<file path="src/rtl/demux_sequencer.sv">
// ============================================================================
// demux_sequencer: registered 1-to-4 demux with per-channel holding registers.
// Optional DEMUX_OVERFLOW_COUNT_EN enables the saturating rejected-transfer counter.
// Rev 1.0
// ============================================================================
`default_nettype none

module demux_sequencer #(
    parameter int WIDTH = 1
) (
    input  logic             clk,
    input  logic             reset,
    input  logic [WIDTH-1:0] in,
    input  logic             in_valid,
    output logic             in_ready,
    input  logic             address0,
    input  logic             address1,
    input  logic             auto,
    output logic [WIDTH-1:0] out0,
    output logic [WIDTH-1:0] out1,
    output logic [WIDTH-1:0] out2,
    output logic [WIDTH-1:0] out3,
    output logic             out_valid0,
    output logic             out_valid1,
    output logic             out_valid2,
    output logic             out_valid3,
    input  logic             out_ack0,
    input  logic             out_ack1,
    input  logic             out_ack2,
    input  logic             out_ack3,
    output logic [7:0]       overflow_count
);

    logic [WIDTH-1:0] data_q [4];
    logic [WIDTH-1:0] data_d [4];
    logic [3:0]       valid_q, valid_d;
    logic [1:0]       ptr_q, ptr_d;
    logic [3:0]       ack;
    logic [1:0]       sel;
    logic             xfer;

    assign ack      = {out_ack3, out_ack2, out_ack1, out_ack0};
    assign sel      = auto ? ptr_q : {address1, address0};
    assign in_ready = !valid_q[sel] || ack[sel];
    assign xfer     = in_valid && in_ready;

    always_comb begin
        data_d  = data_q;
        valid_d = valid_q & ~ack;
        ptr_d   = ptr_q;
        // A write to a channel overrides a same-edge drain of that channel.
        for (int i = 0; i < 4; i++) begin
            if (xfer && (sel == 2'(i))) begin
                data_d[i]  = in;
                valid_d[i] = 1'b1;
            end
        end
        if (auto && xfer) begin
            ptr_d = ptr_q + 2'd1;
        end
    end

    always_ff @(posedge clk or posedge reset) begin
        if (reset) begin
            for (int i = 0; i < 4; i++) begin
                data_q[i] <= '0;
            end
            valid_q <= 4'b0000;
            ptr_q   <= 2'd0;
        end else begin
            for (int i = 0; i < 4; i++) begin
                data_q[i] <= data_d[i];
            end
            valid_q <= valid_d;
            ptr_q   <= ptr_d;
        end
    end

    assign out0       = data_q[0];
    assign out1       = data_q[1];
    assign out2       = data_q[2];
    assign out3       = data_q[3];
    assign out_valid0 = valid_q[0];
    assign out_valid1 = valid_q[1];
    assign out_valid2 = valid_q[2];
    assign out_valid3 = valid_q[3];

`ifdef DEMUX_OVERFLOW_COUNT_EN
    logic [7:0] ovf_q, ovf_d;

    always_comb begin
        ovf_d = ovf_q;
        if (in_valid && !in_ready && (ovf_q != 8'hFF)) begin
            ovf_d = ovf_q + 8'd1;
        end
    end

    always_ff @(posedge clk or posedge reset) begin
        if (reset) begin
            ovf_q <= 8'h00;
        end else begin
            ovf_q <= ovf_d;
        end
    end

    assign overflow_count = ovf_q;
`else
    assign overflow_count = 8'h00;
`endif

endmodule

`default_nettype wire

</file>
<file path="config.mk">
export PLATFORM = sky130hd
export DESIGN_NAME = demux_sequencer
export DESIGN_NICKNAME = d
export VERILOG_FILES = /design/src/rtl/demux_sequencer.sv
export SDC_FILE = /design/constraint.sdc
export NUM_CORES = 1
export LEC_CHECK = 0
export CAP_MARGIN = 10
export CORE_MARGIN = 2
export CORE_UTILIZATION = 40
export CTS_BUF_LIST = sky130_fd_sc_hd__clkbuf_2
export DETAILED_ROUTE_END_ITERATION = 6
export PLACE_DENSITY = 0.92
export SYNTH_ARGS = -nofsm -noshare
export SYNTH_HDL_FRONTEND = slang
export SYNTH_SLANG_ARGS = --single-unit
</file>
<file path="constraint.sdc">
create_clock -name clk -period 1.8 [get_ports clk]
set_input_delay 0.18 -clock clk [delete_from_list [all_inputs] [get_ports clk]]
set_output_delay 0.18 -clock clk [all_outputs]
set_load 0.005 [all_outputs]
</file>
Word level (Yosys, flattened, before mapping)
Index checks and enable logic that the tools add are counted.

storage, ports and cells
  bits in registers = 10
  input port bits = 11
  output and inout bits = 17
  logic and storage cells = 31

operators by class
  add/subtract/negate cells = 1
  order comparisons = 1
  eq/ne operators = 3
  muxes and demuxes = 9
  bitwise logic cells = 2
  reduce and logical (&&, ||, !) cells = 9

operator list
  cell                 count
  $logic_and 1x1->1    6
  $mux 1               6
  $and 4x4->4          1
  $bmux 1 s2           2
  $eq 2x2->1 const B   2
  $not 4->4            1
  $lt 2x3->1 const B   1
  $add 2x1->2 const B  1
  $eq 2x1->1 const B   1
  $logic_not 2->1      1
  $mux 2               1
  $logic_not 1->1      1
  $logic_or 1x1->1     1

Logic depth before layout (Yosys ltp)
Gate-level depths: netlist of the first run.

  depth after elaboration = 8
  mapped depth = 4
  mapped depth without buffers = 4

Least setup slack after synthesis of the first run
No wires, ideal clock.

  kind = flip-flop to flip-flop
  from = reg ptr_q[0]
  to = reg data_q (netlist bit out0)
  setup time = 0.125 ns
  arrival = 1.270 ns
  data required time = 1.675 ns
  slack = 0.405 ns
  stages on the path, launching flop included = 5
  path buffers = 0
  clock period less this slack = 1.395 ns
  cells stage by stage = dfrtp_1 > mux2i_2 > nand2_1 > nor3_1 > mux2_2

on the way
  word-level cells in the longest chain between the ends = 7
  elaborated cells between the ends (all ways) = 10
  classes of those cells = 5 x mux; 5 x reduce/logical

RTL lines
  element                          line  source
  from (decl)                      37    logic [1:0] ptr_q, ptr_d;
  from (signal assigned)           75    ptr_q <= ptr_d;
  $mux 2 (*)                       43    assign sel = auto ? ptr_q : {address1, address0};
  $bmux 1 s2                       44    assign in_ready = !valid_q[sel] || ack[sel];
  $mux 1 (not written as such)     44
  $logic_not 1->1                  44
  $logic_or 1x1->1                 44
  $logic_and 1x1->1                45    assign xfer = in_valid && in_ready;
  $logic_and 1x1->1 (*)            53    if (xfer && (sel == 2'(i))) begin
  to (signal, indexed assignment)  72    data_q[i] <= data_d[i];
  to (decl)                        34    logic [WIDTH-1:0] data_q [4];

Every way passes the cells marked *; elsewhere a longest branch is shown, timed or not. The select of a mux whose other input is x is not followed.
A chain may end at the register's enable or synchronous reset.

Final worst setup path of the first run
  from = reg ptr_q[1]
  to = out in_ready

on the way
  word-level cells in the longest chain between the ends = 5
  elaborated cells between the ends (all ways) = 7
  classes of those cells = 5 x mux; 2 x reduce/logical

RTL lines
  element                       line  source
  $mux 2 (*)                    43
  $bmux 1 s2                    44
  $mux 1 (not written as such)  44
  $logic_not 1->1               44
  $logic_or 1x1->1 (*)          44
  to (decl)                     15    output logic in_ready,

Marks and branches as above.

==> results of run 1 <==
[report_power, final]
group	switching [mW]	internal (mW)
combinational	0.166	0.292
sequential	0.0584	0.310
clock	0.0784	0.0453
total	0.303	0.648
[placed cells by master, fill, tap and decap left out]
cell,n
a21oi_1,1
buf_4,11
clkbuf_2,4
clkdlybuf4s50_1,17
conb_1,8
dfrtp_1,10
dlygate4sd2_1,1
inv_1,1
mux2_1,1
mux2_2,4
mux2i_1,2
mux2i_2,1
mux2i_4,1
nand2_1,7
nand2b_1,3
nand3_1,3
nand4_1,1
nor2b_1,2
nor2b_2,1
nor3_1,2
o21ai_0,3
o21bai_1,2
o2bb2ai_1,1
o31ai_1,1
[through the flow]
| stage | std cells | hold slack (ns) | utilization (%) | setup TNS, ns |
|---|---|---|---|---|
| finish | 103 | 0.1753 | 64.20 | 0 |
| global placement | 96 | 0.4748 | 60.30 | -0.4131 |
| floorplan | 63 | 0.02018 | - | 0 |
| global route | 103 | 0.2065 | 64.20 | 0 |
| detailed placement | 96 | 0.4750 | 60.30 | -0.4886 |
| CTS | 102 | 0.1944 | 63.63 | 0 |
[path summary, 6_finish.rpt]
check / from / to / slack (ns)
worst max-delay path: ptr_q[1] / in_ready / 0.19
worst min-delay path: reset / valid_q[2] / 0.18
worst max register to register: ptr_q[1] / out0 / 0.27
worst min register to register: out3 / out3 / 0.52
max in group asynchronous: reset / ptr_q[1] / 1.36
min in group clk: auto / ptr_q[0] / 0.49
[logic make-up (layout without fill, tap and decap cells)]
family                 count (synthesis)  after routing
AND/OR/NAND/NOR                       19             19
flip-flops                            10             10
multiplexers                           9              9
buffers and inverters                  9             34
AO/OA/AOI/OAI                          8              8
other                                  1              8
[registers in the layout, summed over array words and instances, names as in the netlist]
name,cells
ptr_q,2
out0,1
valid_q,4
out2,1
out3,1
out1,1
[repair_timing]
action | CTS | global route
resized for setup | 3 | 3
pin swaps | 0 | 0
endpoints found under the setup margin | 1 | 1
setup buffers | 3 | 1
cloned | 0 | 0
[cell type report]
| type | count | area share [%] |
|---|---|---|
| timing repair buffer | 30 | 31.51 |
| tap | 15 | 2.219 |
| sequential | 10 | 29.59 |
| multi-input combinational | 44 | 34.47 |
| inverter | 1 | 0.4438 |
| clock buffer | 3 | 1.775 |
[routing by layer]
metal  up-vias  routed length (µm)  global-route usage, %
met2        25                 677                  28.75
li1        242                   -                      -
met4         0                  27                  7.742
met3         3                  92                  5.652
met1       246                 497                  19.01
met5         -                   0                      0
[critical path: cells and delay by family (launching register included)]
family	cells	cell delay, ns
buffers and inverters	2	0.28
multiplexers	3	0.49
flip-flops	1	0.40
==> results.py, run 1 <==
metrics = {
    "final_layout": {
        "n_antenna_cell": 0,
        "fill_cells": 117,
        "drive_gt1_share_pct": 25.00,
        "seqCellArea_um2": 250.2,
        "final_area_um2": 845.8,
        "nNetsFinal": 101,
        "areaGrowthSynthToFinish_pct": 49.23,
        "multi_input_area_um2": 291.5,
    },
    "placed_design": {
        "post-place-ws_ns": -0.2070,
        "gp_congestion": 0.8139,
        "io_buffers": 19,
        "dp_hpwl_um": 949.5,
        "place_area_um2": 794.5,
    },
    "yosys": {
        "synth_area_per_cell_um2": 10.12,
        "yosysTopAreaCellShare_pct": 44.15,
        "yosysSeqAreaShare_pct": 44.15,
        "synthDominantAreaCellType": "dfrtp_1",
        "synthFlopType": "dfrtp_1",
        "yosys-top-cells-count": "10 x dfrtp_1, 8 x buf_4, 7 x nand2_1",
        "synth_edf_count": 0,
        "synth_cell_types": 20,
        "netlist_area_um2": 566.8,
        "synthArstFlopShare_pct": 100.0,
        "yosysWarningCount": 0,
        "synth_top_family_by_area": "multiplexers",
        "synthAdderAreaFrac_pct": 0,
        "synth.area.top_cells": "dfrtp_1 44%, buf_4 11%, mux2_2 7.9%",
        "synthCells": 56,
        "synth_compound_area_share_pct": 9.051,
        "synth-seq-cells": 10,
        "synth.area.mux_share_pct": 17.66,
        "yosys.area_share.simple_pct": 17.22,
        "synth.most_common_cell": "dfrtp_1",
        "synth_xor_area_share_pct": 0,
    },
    "sta": {
        "finalMaxSlewViolations": 0,
        "finalSetupViolCount": 0,
        "finClkSkew_ns": 0.0004607,
        "fin_crit_ns": 1.605,
        "rsz0062_at_grt": "false",
        "fin_ws_ns": 0.1946,
        "clock.fmax_mhz": 622.9,
        "hold_viol_final": 0,
        "period_share_pct": 89.19,
    },
    "critical_path": {
        "critPathLaunchType": "flip-flop",
        "worstRegToRegCells": 4,
        "end_kind": "primary output",
        "cp.arrival_ns": 1.43,
        "critPathRequiredTime_ns": 1.62,
        "critical_path_class": "flip-flop to primary output",
        "crit_path_max_fanout": 4,
        "cpMostUsedCell": "mux2i_1",
        "crit_path_max_incr_delay_ns": 0.40,
        "cp_slowest_cell": "dfrtp_1",
        "path_cells": "mux2i_1, buf_4, mux2i_2, mux2i_1, clkbuf_2",
    },
    "pwr": {
        "ir_worst_vdd_mv": 0.5364,
        "p_total_mw": 0.9505,
        "power_density_nw_per_um2": 1124,
        "p_leak_nw": 0.3882,
    },
    "detailed_routing": {
        "via_per_inst": 5.010,
        "num_vias": 516,
        "wl_per_cell_um": 12.55,
        "drc": 0,
        "ant_nets": 0,
        "drtIter0Drc": 8,
        "firstDrtPassIters": 4,
        "wl_um": 1293,
    },
    "clock_network": {
        "clk_pin_slew_ns": 0.09,
        "cts_buffers": 3,
        "postCtsHoldBufs": 0,
        "clk_latency_ns": 0.27,
        "cts_tree": "built",
        "cts_root_buf": "clkbuf_2",
        "clk_path_buf_depth": 2,
        "h-tree-depth": 1,
        "clock-sinks": 10,
    },
    "global_routing": {
        "antenna_found_initial": 0,
        "grt_pass1_wl_um": 2173,
        "gr-total-overflow": 0,
        "grt_pass1_vias": 509,
        "grt_usage_pct": 16.94,
        "grt_max_degree": 11,
    },
    "floorplanning": {
        "row_count": 13,
        "dieArea_um2": 1734,
        "start_util_pct": 43.02,
        "core_area_um2": 1318,
        "die_h_um": 41.64,
        "ios": 28,
        "fp.dieW_um": 41.64,
    },
    "status": {
        "status": "complete, no violations",
    },
    "hold_path": {
        "min_path_type": "input pin to asynchronous set/reset pin",
    },
    "flow_run": {
        "drv_cap": 0,
    },
}
Note: power is estimated with default switching activity, not from simulation.
==> inputs of run 2 (changes only) <==
SLEW_MARGIN = 20   (was default)
==> results of run 2 <==
No change in the layout: final DEF, timing and power equal those of run 1.
